$ cat config.mk
export PLATFORM = sky130hd
export DESIGN_NAME = product_accumulator
export DESIGN_NICKNAME = d
export VERILOG_FILES = /design/src/rtl/product_accumulator.sv
export SDC_FILE = /design/constraint.sdc
export NUM_CORES = 1
export LEC_CHECK = 0
export ABC_AREA = 1
export BUFFER_PORTS_ARGS = -buffer_cell sky130_fd_sc_hd__buf_2
export CORE_ASPECT_RATIO = 1.75
export CORE_MARGIN = 2
export CORE_UTILIZATION = 44
export DETAILED_ROUTE_END_ITERATION = 8
export PLACE_DENSITY = 0.66
export SYNTH_ARGS = -nofsm -noshare
export SYNTH_HDL_FRONTEND = slang
export SYNTH_SLANG_ARGS = --single-unit
$ cat constraint.sdc
create_clock -name clk -period 3.79 [get_ports clk]
set_clock_uncertainty 0.2 [all_clocks]
set_input_delay 0.1895 -clock clk [delete_from_list [all_inputs] [get_ports clk]]
set_output_delay 0.1895 -clock clk [all_outputs]
set_load 0.02 [all_outputs]
$ cat src/rtl/product_accumulator.sv
`default_nettype none
// ============================================================================
// Module   : product_accumulator
// Purpose  : Accumulates a programmed number of unsigned PW-bit products,
//            delivered over a valid/ready handshake, into an SW-bit sum
//            (dot product). Signals completion with a one-cycle Done pulse
//            and holds Sum until the next job is started.
// Options  : PRODUCT_ACC_SATURATE_EN - when defined, the sum clamps at
//            2^SW-1 and a sticky per-job Overflow flag is raised. When
//            undefined, the sum wraps modulo 2^SW and Overflow is constant 0.
// Ports    : clk        system clock, rising edge
//            rst        asynchronous active-high reset
//            Start      start a job (sampled only in IDLE)
//            Count      number of products for the job (sampled with Start)
//            InValid    InProduct is valid
//            InProduct  unsigned product
//            InReady    a product is accepted this cycle
//            Sum        accumulated result
//            Done       one-cycle pulse, Sum is final
//            Busy       job in progress
//            Overflow   sticky saturation flag for the current job
// Revision : 1.0 - initial release
// ============================================================================
module product_accumulator #(
  parameter int PW = 16,
  parameter int SW = 24
) (
  input  logic          clk,
  input  logic          rst,
  input  logic          Start,
  input  logic [7:0]    Count,
  input  logic          InValid,
  input  logic [PW-1:0] InProduct,
  output logic          InReady,
  output logic [SW-1:0] Sum,
  output logic          Done,
  output logic          Busy,
  output logic          Overflow
);

  localparam logic [1:0] S_IDLE  = 2'd0;
  localparam logic [1:0] S_ACCUM = 2'd1;
  localparam logic [1:0] S_DONE  = 2'd2;

  logic [1:0]    r_state;
  logic [7:0]    r_remaining;
  logic [SW-1:0] r_sum;
  logic          r_overflow;

  logic          w_xfer;
  logic          w_last;
  logic [SW:0]   w_sum_ext;

  // Handshake and status outputs are pure decodes of the registered state,
  // so no input ever reaches an output combinationally.
  assign InReady = (r_state == S_ACCUM);
  assign Done    = (r_state == S_DONE);
  assign Busy    = (r_state != S_IDLE);
  assign Sum     = r_sum;

  assign w_xfer    = InValid && (r_state == S_ACCUM);
  assign w_last    = (r_remaining == 8'd1);
  // One extra bit keeps the carry so saturation can detect it.
  assign w_sum_ext = {1'b0, r_sum} + {{(SW + 1 - PW){1'b0}}, InProduct};

  always_ff @(posedge clk or posedge rst) begin
    if (rst) begin
      r_state     <= S_IDLE;
      r_remaining <= 8'd0;
      r_sum       <= '0;
      r_overflow  <= 1'b0;
    end else begin
      case (r_state)
        S_IDLE: begin
          if (Start) begin
            r_sum       <= '0;
            r_overflow  <= 1'b0;
            r_remaining <= Count;
            r_state     <= (Count == 8'd0) ? S_DONE : S_ACCUM;
          end
        end
        S_ACCUM: begin
          if (w_xfer) begin
`ifdef PRODUCT_ACC_SATURATE_EN
            if (w_sum_ext[SW]) begin
              r_sum      <= '1;
              r_overflow <= 1'b1;
            end else begin
              r_sum <= w_sum_ext[SW-1:0];
            end
`else
            r_sum <= w_sum_ext[SW-1:0];
`endif
            r_remaining <= r_remaining - 8'd1;
            if (w_last) begin
              r_state <= S_DONE;
            end
          end
        end
        S_DONE: begin
          r_state <= S_IDLE;
        end
        default: begin
          r_state <= S_IDLE;
        end
      endcase
    end
  end

`ifdef PRODUCT_ACC_SATURATE_EN
  assign Overflow = r_overflow;
`else
  assign Overflow = 1'b0;
`endif

endmodule
`default_nettype wire

==> load_flow_metrics.sql <==
INSERT INTO impl_metrics (metric_group, metric, value, unit) VALUES
('grt', 'initial_antenna_violation_count', '0', ''),
('worst_hold_path', 'min-delay-start', 'Count[3]', ''),
('floorplan', 'initial_utilization', '45.5', '%'),
('floorplan', 'die-height', '108', 'um'),
('power', 'pwr_density_cell', '751', 'mW/mm^2'),
('drt', 'vias_per_cell', '5.16', ''),
('worst_setup_path', 'path_class', 'flop to flop', ''),
('drt', 'drt-wirelength-per-cell', '13.6', 'um'),
('finish', 'final_core_utilization', '53.8', '%'),
('clock_network', 'cts_setup_buffers', '0', ''),
('floorplan', 'fp.coreArea', '0.00593', 'sq mm'),
('drt', 'drc', '0', ''),
('timing', 'finalMaxSlewViolations', '0', ''),
('power', 'vdd.ir_drop.worst', '0.333', 'mV'),
('logic_synthesis', 'yosys_warnings', '0', ''),
('status', 'outcome', 'complete, no violations', ''),
('finish', 'layout-drive-gt1-share', '16.7', '%'),
('placed_design', 'globalplace.congestion', '1.04', ''),
('grt', 'grt_pass1_vias', '2839', ''),
('worst_hold_path', 'worst_hold_path.endpoint', 'r_remaining[3]$_DFFE_PP0P_', ''),
('timing', 'final-setup-viol-count', '0', ''),
('clock_network', 'clock_pin_slew_on_the_worst_setup_and_hold_paths', '0.08', 'ns'),
('logic_synthesis', 'synth_top_area_cell', 'sky130_fd_sc_hd__dfrtp_1', ''),
('finish', 'fill_cells', '650', ''),
('floorplan', 'boundaryPins', '56', ''),
('clock_network', 'cts-resized-gates', '0', ''),
('worst_setup_path', 'timing.critical_path.from_type', 'flop', ''),
('drt', 'final_antenna_net_count', '0', ''),
('drt', 'number_of_drc_markers_in_iteration_0', '95', ''),
('clock_network', 'maximum_level_of_the_cts_h_tree', '2', ''),
('floorplan', 'die_area', '0.00680', 'sq mm'),
('drt', 'postRouteWirelength', '7410', 'um'),
('logic_synthesis', 'synthTopCellsByArea', 'sky130_fd_sc_hd__dfrtp_1 32%, sky130_fd_sc_hd__nand2_1 18%, sky130_fd_sc_hd__ha_1 8.3%, sky130_fd_sc_hd__nor2_1 7.2%, sky130_fd_sc_hd__a21oi_1 5.8%', ''),
('grt', 'grt_remaining_overflow', '0', ''),
('power', 'static-leakage-power', '1.73', 'nW'),
('floorplan', 'die_width', '63.2', 'um'),
('grt', 'global_route_wire_length_before_repair', '12500', 'um'),
('worst_setup_path', 'regToRegStartpoint', 'Sum[0]$_DFFE_PP0P_', ''),
('clock_network', 'clock-root-buffer', 'sky130_fd_sc_hd__clkbuf_8', ''),
('worst_hold_path', 'path_type_of_the_worst_min_delay_path', 'input pin to flop', ''),
('timing', 'rsz0062_at_grt', 'no', ''),
('timing', 'fin_crit', '2.31', 'ns'),
('drt', 'dr_total_vias', '2817', ''),
('finish', 'count_of_inserted_antenna_diode_cells', '0', ''),
('logic_synthesis', 'synthesis.area_per_instance', '6.63', 'sq um'),
('logic_synthesis', 'synth.lib_cells_used.distinct', '35', ''),
('finish', 'most_common_cell_after_layout_fill_and_taps_aside', 'sky130_fd_sc_hd__nand2_1', ''),
('timing', 'hold_violations', '0', ''),
('grt', 'grt_max_degree', '35', ''),
('worst_setup_path', 'regToRegSetupSlack', '1.48', 'ns'),
('finish', 'multiInputGateArea', '0.00164', 'sq mm'),
('worst_setup_path', 'worst_setup_path_end_kind', 'flop', ''),
('logic_synthesis', 'synth.top_cell.area_share', '31.5', '%'),
('logic_synthesis', 'mappedNetlistArea', '0.00270', 'sq mm'),
('grt', 'global_route.usage.total', '23.4', '%'),
('timing', 'final_min_period_over_clock_period', '61.0', '%'),
('worst_setup_path', 'crit_arrival', '2.33', 'ns'),
('timing', 'worst_slack', '1.48', 'ns'),
('placed_design', 'port_buffers', '54', ''),
('drt', 'drt_first_pass_iters', '7', ''),
('clock_network', 'cts-buffers-inserted', '5', ''),
('timing', 'worst_slew_margin_rel', '63.5', '%'),
('finish', 'final-seq-area', '851', 'sq um'),
('logic_synthesis', 'synth_cells', '407', ''),
('worst_setup_path', 'timing.rr.end', 'Sum[12]$_DFFE_PP0P_', ''),
('finish', 'syn_to_final_growth', '18.1', '%'),
('finish', 'num-nets-final', '514', ''),
('floorplan', 'row_count', '37', ''),
('clock_network', 'tritoncts', 'built', ''),
('placed_design', 'post_dp_cell_area', '0.00303', 'sq mm'),
('clock_network', 'clk_path_buf_depth', '2', '');
==> worst max-delay path by stage <==
stage	start	end	slack, ns	depth (start not counted)
after floorplan	Sum[0]$_DFFE_PP0P_	Sum[16]$_DFFE_PP0P_	1.75	10
after global placement	Sum[0]$_DFFE_PP0P_	Sum[12]$_DFFE_PP0P_	1.46	11
after detailed placement	Sum[0]$_DFFE_PP0P_	Sum[12]$_DFFE_PP0P_	1.51	11
after CTS	Sum[0]$_DFFE_PP0P_	Sum[12]$_DFFE_PP0P_	1.49	11
after global routing	Sum[0]$_DFFE_PP0P_	Sum[14]$_DFFE_PP0P_	1.35	11
final	Sum[0]$_DFFE_PP0P_	Sum[12]$_DFFE_PP0P_	1.48	11
==> synthesized netlist by cell type (all sizes together) <==
cell    instances
and2            2
a21oi          31
nand3b          2
o211ai          1
fa              1
a31oi           2
o31ai           1
nor3            7
nand3          24
a22o            2
inv            43
buf             7
o21bai          1
o21ai          28
nand2         135
ha             18
xor2            4
nand4           1
dfrtp          34
nor2           56
o22ai           3
or2             1
nor4            2
conb            1
==> registers in the layout, indices dropped and copies added (netlist names) <==
register / cells
r_state: 2
Sum: 24
r_remaining: 8
==> report_power, final <==
part,internal [mW],switching [mW]
sequential,0.501,0.133
combinational,0.470,0.946
clock,0.194,0.148
==> cells by family (layout without fill, tap and decap cells) <==
logic type | Yosys count | in the layout | share of synthesized area (%)
buf+inv | 50 | 111 | 7.75
flops | 34 | 34 | 31.5
compound gates | 69 | 69 | 13.8
fa+ha+maj | 19 | 19 | 9.09
xor+xnor | 4 | 4 | 1.30
other cells | 1 | 1 | 0.139
simple gates | 230 | 230 | 36.4
==> per-layer routing <==
metal,part of all wire [%],track usage (%),up-vias
met5,0,0,-
met4,5.6,14.8,0
met3,3.8,3.45,30
met2,54,44.5,76
met1,37,23.1,1273
li1,-,-,1438
==> worst max-delay path, stage by stage (launching register included) <==
cell	delay [ns]
sky130_fd_sc_hd__dfrtp_1	0.41
sky130_fd_sc_hd__ha_1	0.25
sky130_fd_sc_hd__fa_1	0.46
sky130_fd_sc_hd__nand2_1	0.12
sky130_fd_sc_hd__nand3_1	0.09
sky130_fd_sc_hd__nand3_1	0.08
sky130_fd_sc_hd__nand2_1	0.14
sky130_fd_sc_hd__nand2_1	0.09
sky130_fd_sc_hd__nand2_1	0.06
sky130_fd_sc_hd__nand2_1	0.09
sky130_fd_sc_hd__nand2_1	0.09
sky130_fd_sc_hd__o21ai_0	0.16
==> final cells by class <==
class | count | share of cell area [%]
inverters | 43 | 5.14
repair buffers | 60 | 10.3
clock buffers | 5 | 2.16
flip-flops and latches | 34 | 26.7
well taps | 78 | 3.06
clock inverters | 3 | 1.26
multi-input cells | 323 | 51.4
==> metrics by stage <==
stage	cells	hold slack (ns)	power, mW
global route	546	0.0101	2.63
floorplan	407	0.131	1.68
global placement	533	0.118	2.05
finish	546	0.00624	2.39
detailed placement	533	0.131	2.05
CTS	546	0.00663	2.41
==> timing repair <==
action                                  in CTS  in global routing
hold buffers                                 5                  0
hold endpoints to repair                    38                  0
endpoints found under the setup margin       0                  0
Note: power is estimated with default switching activity, not from simulation.
